[src/rtl/pe_load_sequencer_if.sv]
// Bundle of streaming-source, PE-load and control signals between the
// load sequencer (master side) and the global buffer / PE (slave side).
interface pe_load_sequencer_if #(
    parameter int DATA_WIDTH = 16,
    parameter int CNT_WIDTH  = 16
);
    logic                  start;
    logic [CNT_WIDTH-1:0]  w_len;
    logic [CNT_WIDTH-1:0]  f_len;
    logic [CNT_WIDTH-1:0]  n_seg;

    logic [DATA_WIDTH-1:0] w_src_data;
    logic                  w_src_valid;
    logic                  w_src_ready;
    logic [DATA_WIDTH-1:0] f_src_data;
    logic                  f_src_valid;
    logic                  f_src_ready;

    logic                  fifo_full_filter;
    logic                  fifo_full_fmap;
    logic                  shift_finish_flg;

    logic                  start_config;
    logic                  start_weight_load;
    logic                  start_feature_load;
    logic                  load_full_cloumn;
    logic [DATA_WIDTH-1:0] weight_in;
    logic                  weight_in_en;
    logic [DATA_WIDTH-1:0] feature_in;
    logic                  feature_in_en;

    logic                  busy;
    logic [CNT_WIDTH-1:0]  seg_idx;
    logic                  done;

    modport master (
        input  start, w_len, f_len, n_seg,
        input  w_src_data, w_src_valid, f_src_data, f_src_valid,
        input  fifo_full_filter, fifo_full_fmap, shift_finish_flg,
        output w_src_ready, f_src_ready,
        output start_config, start_weight_load, start_feature_load, load_full_cloumn,
        output weight_in, weight_in_en, feature_in, feature_in_en,
        output busy, seg_idx, done
    );

    modport slave (
        output start, w_len, f_len, n_seg,
        output w_src_data, w_src_valid, f_src_data, f_src_valid,
        output fifo_full_filter, fifo_full_fmap, shift_finish_flg,
        input  w_src_ready, f_src_ready,
        input  start_config, start_weight_load, start_feature_load, load_full_cloumn,
        input  weight_in, weight_in_en, feature_in, feature_in_en,
        input  busy, seg_idx, done
    );
endinterface

[src/rtl/pe_load_sequencer.sv]
// Drives one PE through config, concurrent weight + first fmap column load,
// then further fmap segments, each released by the PE's shift_finish_flg.
module pe_load_sequencer #(
    parameter int DATA_WIDTH = 16,
    parameter int CNT_WIDTH  = 16
) (
    input  logic                clk,
    input  logic                rst,
    pe_load_sequencer_if.master bus
);

    typedef enum logic [2:0] {
        S_IDLE,
        S_CFG,
        S_LSTART,
        S_LOAD,
        S_WSHIFT,
        S_SSTART,
        S_FLOAD,
        S_DONE
    } state_t;

    localparam logic [CNT_WIDTH-1:0] CNT_ZERO = '0;
    localparam logic [CNT_WIDTH-1:0] CNT_ONE  = {{(CNT_WIDTH-1){1'b0}}, 1'b1};

    state_t               state_q;
    logic [CNT_WIDTH-1:0] w_len_q;
    logic [CNT_WIDTH-1:0] f_len_q;
    logic [CNT_WIDTH-1:0] n_seg_q;
    logic [CNT_WIDTH-1:0] w_cnt_q;
    logic [CNT_WIDTH-1:0] f_cnt_q;
    logic [CNT_WIDTH-1:0] seg_idx_q;
    logic                 start_config_q;
    logic                 start_weight_load_q;
    logic                 start_feature_load_q;
    logic                 load_full_cloumn_q;
    logic                 done_q;

    logic [CNT_WIDTH-1:0]  w_cnt_d;
    logic [CNT_WIDTH-1:0]  f_cnt_d;
    logic                  w_ready;
    logic                  f_ready;
    logic                  w_complete;
    logic                  f_complete;
    logic                  last_seg;
    logic [DATA_WIDTH-1:0] w_data;
    logic [DATA_WIDTH-1:0] f_data;

    // A ready is a completed transfer: the source has a word, the PE FIFO has
    // room and the configured length has not been reached yet.
    always_comb begin
        w_ready = 1'b0;
        f_ready = 1'b0;
        w_ready = (state_q == S_LOAD) && (w_cnt_q != w_len_q)
                  && bus.w_src_valid && !bus.fifo_full_filter;
        f_ready = ((state_q == S_LOAD) || (state_q == S_FLOAD)) && (f_cnt_q != f_len_q)
                  && bus.f_src_valid && !bus.fifo_full_fmap;
    end

    // Exit decisions look at the post-transfer count so the state advances on
    // the same edge that moves the final word.
    always_comb begin
        w_cnt_d    = w_cnt_q;
        f_cnt_d    = f_cnt_q;
        if (w_ready) begin
            w_cnt_d = w_cnt_q + CNT_ONE;
        end
        if (f_ready) begin
            f_cnt_d = f_cnt_q + CNT_ONE;
        end
        w_complete = (w_cnt_d == w_len_q);
        f_complete = (f_cnt_d == f_len_q);
        last_seg   = ((seg_idx_q + CNT_ONE) == n_seg_q);
    end

    always_ff @(posedge clk or negedge rst) begin
        if (!rst) begin
            state_q              <= S_IDLE;
            w_len_q              <= CNT_ZERO;
            f_len_q              <= CNT_ZERO;
            n_seg_q              <= CNT_ZERO;
            w_cnt_q              <= CNT_ZERO;
            f_cnt_q              <= CNT_ZERO;
            seg_idx_q            <= CNT_ZERO;
            start_config_q       <= 1'b0;
            start_weight_load_q  <= 1'b0;
            start_feature_load_q <= 1'b0;
            load_full_cloumn_q   <= 1'b0;
            done_q               <= 1'b0;
        end else begin
            start_config_q       <= 1'b0;
            start_weight_load_q  <= 1'b0;
            start_feature_load_q <= 1'b0;
            done_q               <= 1'b0;
            w_cnt_q              <= w_cnt_d;
            f_cnt_q              <= f_cnt_d;

            case (state_q)
                S_IDLE: begin
                    if (bus.start) begin
                        w_len_q        <= bus.w_len;
                        f_len_q        <= bus.f_len;
                        n_seg_q        <= (bus.n_seg == CNT_ZERO) ? CNT_ONE : bus.n_seg;
                        w_cnt_q        <= CNT_ZERO;
                        f_cnt_q        <= CNT_ZERO;
                        seg_idx_q      <= CNT_ZERO;
                        start_config_q <= 1'b1;
                        state_q        <= S_CFG;
                    end
                end
                S_CFG: begin
                    start_weight_load_q  <= 1'b1;
                    start_feature_load_q <= 1'b1;
                    load_full_cloumn_q   <= 1'b1;
                    state_q              <= S_LSTART;
                end
                S_LSTART: begin
                    state_q <= S_LOAD;
                end
                S_LOAD: begin
                    if (w_complete && f_complete) begin
                        state_q <= S_WSHIFT;
                    end
                end
                S_WSHIFT: begin
                    if (bus.shift_finish_flg) begin
                        if (last_seg) begin
                            done_q             <= 1'b1;
                            load_full_cloumn_q <= 1'b0;
                            state_q            <= S_DONE;
                        end else begin
                            seg_idx_q            <= seg_idx_q + CNT_ONE;
                            start_feature_load_q <= 1'b1;
                            state_q              <= S_SSTART;
                        end
                    end
                end
                S_SSTART: begin
                    f_cnt_q <= CNT_ZERO;
                    state_q <= S_FLOAD;
                end
                S_FLOAD: begin
                    if (f_complete) begin
                        state_q <= S_WSHIFT;
                    end
                end
                S_DONE: begin
                    state_q <= S_IDLE;
                end
                default: begin
                    state_q <= S_IDLE;
                end
            endcase
        end
    end

    assign w_data = bus.w_src_data;
    assign f_data = bus.f_src_data;

    assign bus.w_src_ready        = w_ready;
    assign bus.f_src_ready        = f_ready;
    assign bus.weight_in          = w_data;
    assign bus.weight_in_en       = w_ready;
    assign bus.feature_in         = f_data;
    assign bus.feature_in_en      = f_ready;
    assign bus.start_config       = start_config_q;
    assign bus.start_weight_load  = start_weight_load_q;
    assign bus.start_feature_load = start_feature_load_q;
    assign bus.load_full_cloumn   = load_full_cloumn_q;
    assign bus.busy               = (state_q != S_IDLE);
    assign bus.seg_idx            = seg_idx_q;
    assign bus.done               = done_q;

endmodule

[src/flat_wrapper.sv]
// flat-port wrapper written by rule: the top's interface ports become plain ports
module pe_load_sequencer_flat 
#(
    parameter int DATA_WIDTH = 16,
    parameter int CNT_WIDTH  = 16
)
  (clk, rst, bus_start, bus_w_len, bus_f_len, bus_n_seg, bus_w_src_data, bus_w_src_valid, bus_f_src_data, bus_f_src_valid, bus_fifo_full_filter, bus_fifo_full_fmap, bus_shift_finish_flg, bus_w_src_ready, bus_f_src_ready, bus_start_config, bus_start_weight_load, bus_start_feature_load, bus_load_full_cloumn, bus_weight_in, bus_weight_in_en, bus_feature_in, bus_feature_in_en, bus_busy, bus_seg_idx, bus_done);
  pe_load_sequencer_if #(.DATA_WIDTH(DATA_WIDTH), .CNT_WIDTH(CNT_WIDTH)) bus_i ();
  input  logic clk;
  input  logic rst;
  input wire logic [$bits(bus_i.start)-1:0] bus_start;
  input wire logic [$bits(bus_i.w_len)-1:0] bus_w_len;
  input wire logic [$bits(bus_i.f_len)-1:0] bus_f_len;
  input wire logic [$bits(bus_i.n_seg)-1:0] bus_n_seg;
  input wire logic [$bits(bus_i.w_src_data)-1:0] bus_w_src_data;
  input wire logic [$bits(bus_i.w_src_valid)-1:0] bus_w_src_valid;
  input wire logic [$bits(bus_i.f_src_data)-1:0] bus_f_src_data;
  input wire logic [$bits(bus_i.f_src_valid)-1:0] bus_f_src_valid;
  input wire logic [$bits(bus_i.fifo_full_filter)-1:0] bus_fifo_full_filter;
  input wire logic [$bits(bus_i.fifo_full_fmap)-1:0] bus_fifo_full_fmap;
  input wire logic [$bits(bus_i.shift_finish_flg)-1:0] bus_shift_finish_flg;
  output wire logic [$bits(bus_i.w_src_ready)-1:0] bus_w_src_ready;
  output wire logic [$bits(bus_i.f_src_ready)-1:0] bus_f_src_ready;
  output wire logic [$bits(bus_i.start_config)-1:0] bus_start_config;
  output wire logic [$bits(bus_i.start_weight_load)-1:0] bus_start_weight_load;
  output wire logic [$bits(bus_i.start_feature_load)-1:0] bus_start_feature_load;
  output wire logic [$bits(bus_i.load_full_cloumn)-1:0] bus_load_full_cloumn;
  output wire logic [$bits(bus_i.weight_in)-1:0] bus_weight_in;
  output wire logic [$bits(bus_i.weight_in_en)-1:0] bus_weight_in_en;
  output wire logic [$bits(bus_i.feature_in)-1:0] bus_feature_in;
  output wire logic [$bits(bus_i.feature_in_en)-1:0] bus_feature_in_en;
  output wire logic [$bits(bus_i.busy)-1:0] bus_busy;
  output wire logic [$bits(bus_i.seg_idx)-1:0] bus_seg_idx;
  output wire logic [$bits(bus_i.done)-1:0] bus_done;
  assign bus_i.start = bus_start;
  assign bus_i.w_len = bus_w_len;
  assign bus_i.f_len = bus_f_len;
  assign bus_i.n_seg = bus_n_seg;
  assign bus_i.w_src_data = bus_w_src_data;
  assign bus_i.w_src_valid = bus_w_src_valid;
  assign bus_i.f_src_data = bus_f_src_data;
  assign bus_i.f_src_valid = bus_f_src_valid;
  assign bus_i.fifo_full_filter = bus_fifo_full_filter;
  assign bus_i.fifo_full_fmap = bus_fifo_full_fmap;
  assign bus_i.shift_finish_flg = bus_shift_finish_flg;
  assign bus_w_src_ready = bus_i.w_src_ready;
  assign bus_f_src_ready = bus_i.f_src_ready;
  assign bus_start_config = bus_i.start_config;
  assign bus_start_weight_load = bus_i.start_weight_load;
  assign bus_start_feature_load = bus_i.start_feature_load;
  assign bus_load_full_cloumn = bus_i.load_full_cloumn;
  assign bus_weight_in = bus_i.weight_in;
  assign bus_weight_in_en = bus_i.weight_in_en;
  assign bus_feature_in = bus_i.feature_in;
  assign bus_feature_in_en = bus_i.feature_in_en;
  assign bus_busy = bus_i.busy;
  assign bus_seg_idx = bus_i.seg_idx;
  assign bus_done = bus_i.done;
  pe_load_sequencer #(.DATA_WIDTH(DATA_WIDTH), .CNT_WIDTH(CNT_WIDTH)) u_core (.clk(clk), .rst(rst), .bus(bus_i));
endmodule
[config.mk]
export PLATFORM = sky130hd
export DESIGN_NAME = pe_load_sequencer_flat
export DESIGN_NICKNAME = d
export VERILOG_FILES = /design/src/rtl/pe_load_sequencer_if.sv /design/src/rtl/pe_load_sequencer.sv /design/src/flat_wrapper.sv
export SDC_FILE = /design/constraint.sdc
export NUM_CORES = 1
export LEC_CHECK = 0
export CAP_MARGIN = 0
export CELL_PAD_IN_SITES_DETAIL_PLACEMENT = 2
export CELL_PAD_IN_SITES_GLOBAL_PLACEMENT = 2
export CORE_ASPECT_RATIO = 0.7
export CORE_MARGIN = 2
export CORE_UTILIZATION = 32
export DETAILED_ROUTE_END_ITERATION = 16
export GPL_TIMING_DRIVEN = 0
export PLACE_DENSITY = 0.85
export REMOVE_ABC_BUFFERS = 1
export SKIP_LAST_GASP = 1
export SYNTH_ARGS = -nofsm -noshare
export SYNTH_HDL_FRONTEND = slang
export SYNTH_SLANG_ARGS = --single-unit
export TNS_END_PERCENT = 30
[constraint.sdc]
create_clock -name clk -period 4.4 [get_ports clk]
set_clock_uncertainty 0.1 [all_clocks]
set_input_delay 0.66 -clock clk [delete_from_list [all_inputs] [get_ports clk]]
set_output_delay 0.66 -clock clk [all_outputs]
set_load 0.005 [all_outputs]
==> run_results.csv, run 1 <==
group,metric,value,unit
die,rows,44,
timing,setup_ws,0.149,ns
worst_setup_path,arrival,4.36,ns
global_route,grt.met3_usage,0.0522,
finish,syn_to_final_growth,17.3,%
synthesis,ys_top_cells_by_count,"dfrtp_1 (104), nor2_1 (77), xnor2_1 (54), nand2_1 (50), mux2_2 (47)",
global_route,grt_overflow,0,
route,num_vias,5593,
placed_design,hpwl,15.5,mm
synthesis,ys_warn_count,0,
route,drc,0,
die,start_util,0.327,
worst_setup_path,cp-end-kind,"flip-flop",
clock_tree,tritoncts,"yes",
timing,rsz0062_at_grt,"no",
route,antenna_left,0,
route,first_pass_iters,4,
timing,min_period,4.25,ns
worst_setup_path,crit_required,4.51,ns
clock_tree,clockRootBuffer,"clkbuf_16",
pwr,combPwrFrac,0.257,
synthesis,ys_seq_area_frac,0.384,
timing,slew_headroom,0.308,
timing,fmax,0.235,GHz
timing,tns,0,ns
route,wirelength,21.0,mm
finish,nNetsFinal,828,
min_path,hold_class,"input port to asynchronous set/reset pin",
pwr,p_per_area,367,nW/um^2
global_route,grt_max_degree,63,
route,drt_iter0_markers,288,
pwr,leakagePower,0.00309,uW
timing,setup_viol,0,
clock_tree,clk_pin_slew,0.08,ns
clock_tree,clkSinkCount,104,
worst_setup_path,path_class,"input port to flip-flop",
global_route,antenna_found_initial,0,
synthesis,synthAdderAreaFrac,0.00553,
synthesis,synth_compound_area_frac,0.117,
outcome,status,"finished, final reports clean",
synthesis,ys_types,80,
global_route,grt_pass1_vias,5973,
clock_tree,cts_buffers,9,
global_route,grt_use_met1,0.291,
finish,final_layout_size_suffix_gt1_frac,0.127,
synthesis,synth-simple-area-share,0.209,
timing,worstMarginPinSlew,1.04,ns
worst_setup_path,startpoint_type,"input port",
route,via_per_inst,5.49,
die,die_y,126,um
die,die_w,178,um
synthesis,synth_top_area_cell,"dfrtp_1",
synthesis,synth_area,6790,um^2
worst_setup_path,critPathMaxFanout,9,
placed_design,dp_slack,-0.141,ns
finish,diodes,0,
global_route,grt.busiest_layer,"met2",
clock_tree,cts_hold_buf,0,
pwr,power.switching,965,uW
synthesis,muxShareOfSynthArea,0.0898,
synthesis,synth-async-reset-ratio,1.00,
pwr,switching_share,0.331,
die,fp.coreArea,20800,um^2
pwr,power_frac_seq,0.428,
global_route,grtUsageMet2,0.292,
clock_tree,clk_latency,0.36,ns
pwr,ir_drop,0.169,mV
synthesis,synth.top_cell.area_share,0.384,
global_route,track_usage,0.197,
finish,n_fill_cell,2192,
synthesis,post-synth-top-count-cell,"dfrtp_1",
synthesis,synth_xor_area_frac,0.129,
job,maxCapViolCount,0,
clock_tree,htree_levels,3,
synthesis,synth_edf_count,0,
timing,finalHoldViolCount,0,
synthesis,synth-main-ff-cell,"dfrtp_1",
pwr,power_frac_clock,0.315,
pwr,cell_internal_pwr,1950,uW
die,pin_count,146,
placed_design,portBuffers,81,
placed_design,place.gp.congestion,0.874,
die,dieArea,22400,um^2
synthesis,synthTopCellsByArea,"dfrtp_1 (38%), mux2_2 (7.8%), xnor2_1 (7.0%)",
synthesis,ys_seq_elements,104,
timing,finalMaxSlewViolations,0,
clock_tree,clockBufferDepth,2,
global_route,grt_pass1_wl,34.4,mm
timing,fin_crit_sh,0.966,
synthesis,synth_top_family_by_area,"simple AND/OR/NAND/NOR gates",
synthesis,avgSynthCellArea,9.56,um^2
clock_tree,cts_setup_buffers,0,
synthesis,synthesis.instances,710,
route,wl_per_cell,20.7,um
clock_tree,cts_resized,0,
==> worst paths after layout <==
| kind | start | slack, ns | end | depth (start not counted) |
|---|---|---|---|---|
| max | bus_w_src_valid | 0.15 | u_core.state_q[0] | 10 |
| min | rst | 0.21 | u_core.n_seg_q[9] | 1 |
| max reg2reg | u_core.state_q[2] | 0.15 | u_core.state_q[0] | 9 |
| min reg2reg | u_core.bus.load_full_cloumn | 0.43 | u_core.bus.load_full_cloumn | 2 |
| max in group asynchronous | rst | 3.24 | u_core.f_cnt_q[14] | 2 |
| min in group clk | u_core.bus.load_full_cloumn | 0.43 | u_core.bus.load_full_cloumn | 2 |
==> flip-flops by register name, indices dropped and copies added (netlist names) <==
signal,count
u_core.bus.done,1
u_core.f_cnt_q,16
u_core.w_len_q,16
u_core.w_cnt_q,16
u_core.bus.start_feature_load,1
u_core.bus.seg_idx,16
u_core.bus.load_full_cloumn,1
u_core.f_len_q,16
u_core.n_seg_q,16
u_core.bus.start_config,1
u_core.state_q,3
u_core.bus.start_weight_load,1
==> power groups by stage <==
| stage | Clock, uW | Combinational (uW) | Sequential, uW |
|---|---|---|---|
| after CTS | 952 | 752 | 1250 |
| after global routing | 991 | 834 | 1270 |
| after detailed placement | 0 | 741 | 1270 |
| after global placement | 0 | 709 | 1260 |
| final | 919 | 751 | 1250 |
| after floorplan | 0 | 512 | 1210 |
==> critical path, cell delays in order <==
cell and delay, ns:
clkdlybuf4s50_1 0.52, nand4b_1 0.46, nor4b_2 0.80, buf_4 0.27, a21oi_1 0.07, nand4b_1 0.18
a2111oi_0 0.78, nand3_1 0.24, nor4_2 0.26, o31ai_1 0.11
==> placed cells by master, fill, tap and decap left out, drive strengths merged, types with 10 or more instances in the layout <==
| cell | count |
|---|---|
| nand3 | 25 |
| mux2 | 47 |
| dfrtp | 104 |
| a21oi | 15 |
| clkdlybuf4s50 | 80 |
| xnor2 | 57 |
| nand4 | 14 |
| nor4 | 17 |
| o21ai | 24 |
| xor2 | 38 |
| inv | 10 |
| clkbuf | 11 |
| nand2 | 50 |
| nor3 | 14 |
| nor2 | 77 |
==> cells by family after synthesis <==
group,after synthesis
xor gates and xnor gates,96
adders and majority gates,3
buffers and inverters,78
DFF,104
and+or+nand+nor,268
muxes,55
AOI/OAI and AO/OA,106
==> through the flow <==
step / cells / utilization / power [uW] / hold WS, ns / instance area [um^2]
6_report: 1018 / 0.384 / 2920 / 0.210 / 7960
3_3_place_gp: 997 / 0.362 / 1970 / 0.411 / 7520
2_1_floorplan: 640 / - / 1720 / 0.264 / 6360
4_1_cts: 1018 / 0.384 / 2950 / 0.225 / 7960
5_1_grt: 1018 / 0.384 / 3100 / 0.248 / 7960
3_5_place_dp: 1002 / 0.368 / 2010 / 0.420 / 7630
==> final cells by class <==
cell class / instances / area, um^2 / share of cell area
multi-input cells: 528 / 3760 / 0.472
flip-flops and latches: 104 / 2600 / 0.327
repair buffers: 86 / 898 / 0.113
well taps: 276 / 345 / 0.0434
clock buffers: 11 / 243 / 0.0305
clock inverters: 5 / 86.3 / 0.0108
inverters: 8 / 30.0 / 0.00377
==> routing by layer <==
layer	routed length, um	vias to the layer above	part of all wire
li1	-	2555	-
met1	10600	2868	0.51
met2	9090	158	0.43
met3	1180	12	0.056
met4	143	0	0.0068
met5	0	-	0
Power figures use the tool's default switching activity.
==> inputs of run 2 (changes only) <==
CORE_MARGIN = 3   (was 2)
==> run_results.csv, run 2 (same netlist as run 1, synthesis figures left out) <==
group,metric,value,unit
outcome,status,"finished, final reports clean",
timing,fmax,0.246,GHz
global_route,grt.busiest_layer,"met2",
worst_setup_path,critPathMaxFanout,21,
worst_setup_path,rr_endpoint,"u_core.state_q[0]",
timing,finalMaxSlewViolations,0,
timing,worstMarginPinSlew,0.871,ns
clock_tree,clockRootBuffer,"clkbuf_16",
global_route,track_usage,0.186,
timing,min_period,4.06,ns
worst_setup_path,crit_slowest_cell,"dfrtp_1",
finish,diodes,0,
timing,tns,0,ns
route,drc,0,
timing,fin_crit_sh,0.923,
timing,rsz0062_at_grt,"no",
route,first_pass_iters,4,
die,dieArea,23000,um^2
finish,syn_to_final_growth,17.4,%
clock_tree,cts_hold_buf,0,
job,maxCapViolCount,0,
die,die_y,128,um
finish,final_core_util,0.393,
global_route,grt.met3_usage,0.0491,
clock_tree,cts_setup_buffers,0,
worst_setup_path,crit_required,4.53,ns
clock_tree,tritoncts,"yes",
placed_design,hpwl,15.9,mm
pwr,leakagePower,0.00308,uW
global_route,grt_overflow,0,
worst_setup_path,reg2reg_depth,9,
clock_tree,cts_buffers,9,
route,wl_per_cell,20.6,um
route,num_vias,5599,
global_route,grt_max_degree,67,
global_route,grt_pass1_wl,34.3,mm
worst_setup_path,arrival,4.19,ns
route,drt_iter0_markers,348,
finish,nNetsFinal,828,
die,start_util,0.335,
clock_tree,clkSinkCount,104,
placed_design,place.gp.congestion,0.904,
global_route,antenna_found_initial,0,
clock_tree,clockBufferDepth,2,
route,via_per_inst,5.53,
pwr,p_per_area,363,nW/um^2
placed_design,portBuffers,81,
worst_setup_path,crit_chain,"xor2_1 -> and2_1 -> o21ai_4 -> or3_1 -> a31oi_1 -> nand4_1 -> or4_1 -> nor4_2 -> o31ai_1",
route,antenna_left,0,
clock_tree,cts_resized,0,
timing,slew_headroom,0.415,
worst_setup_path,r2r_start,"u_core.state_q[2]",
min_path,hold_class,"input port to asynchronous set/reset pin",
timing,hold_ws,0.178,ns
worst_setup_path,path_class,"flip-flop to flip-flop",
die,fp.coreArea,20300,um^2
worst_setup_path,cp-end-kind,"flip-flop",
global_route,grt_pass1_vias,5976,
route,wirelength,20.9,mm
worst_setup_path,startpoint_type,"flip-flop",
clock_tree,htree_levels,3,
timing,finalHoldViolCount,0,
clock_tree,clk_latency,0.37,ns
worst_setup_path,reg2reg_slack,0.34,ns
die,die_w,180,um
die,rows,43,
pwr,ir_drop,0.198,mV
worst_setup_path,critPathMaxStageDelay,0.80,ns
global_route,grt_use_met1,0.272,
global_route,grtUsageMet2,0.276,
finish,final_cell_mix,"dfrtp_1 (104), clkdlybuf4s50_1 (80), nor2_1 (76)",
clock_tree,clk_pin_slew,0.08,ns
finish,final_common_cell,"dfrtp_1",
finish,final_layout_size_suffix_gt1_frac,0.129,
timing,setup_viol,0,
die,pin_count,146,
==> run 2: area by class of cell <==
cell class	count	area, um^2
inverters	8	30.0
flip-flops and latches	104	2600
clock buffers	9	225
multi-input cells	528	3770
well taps	270	338
fillers	2159	12300
clock inverters	7	96.3
repair buffers	86	906
==> run 2: per-layer routing <==
metal	vias to the layer above	part of all wire
met1	2863	0.50
li1	2565	-
met5	-	0
met2	154	0.43
met3	17	0.051
met4	0	0.014
==> run 2: worst max-delay path: cells and delay by family (launching register included) <==
family	cells	cell delay, ns
AOI/OAI and AO/OA	3	0.70
xor gates and xnor gates	1	0.23
DFF	1	0.80
and+or+nand+nor	5	2.08
==> run 2: worst max-delay path by stage <==
stage,start,to,slack [ns],depth (start not counted)
2_1_floorplan,u_core.state_q[2],u_core.f_len_q[0],0.16,3
3_3_place_gp,bus_start,u_core.n_seg_q[2],-1.93,4
3_5_place_dp,bus_w_src_valid,u_core.state_q[0],-0.12,9
4_1_cts,u_core.state_q[2],u_core.state_q[0],0.1,8
5_1_grt,u_core.state_q[2],u_core.state_q[0],0.04,9
6_report,u_core.state_q[2],u_core.state_q[0],0.34,9
==> run 2: through the flow <==
stage	power (uW)	instance area [um^2]	instances	setup slack, ns
after floorplan	1720	6360	640	0.155
after global placement	1980	7510	991	-1.93
after detailed placement	2020	7630	996	-0.118
after CTS	2920	7950	1012	0.0960
after global routing	3070	7970	1012	0.0449
final	2890	7970	1012	0.337
==> run 2: power by group <==
part           leakage [uW]  total (uW)  switching [uW]  internal [uW]
combinational       0.00161         758             395            363
clock              0.000148         882             383            499
sequential          0.00133        1250             184           1070
total               0.00308        2890             962           1930
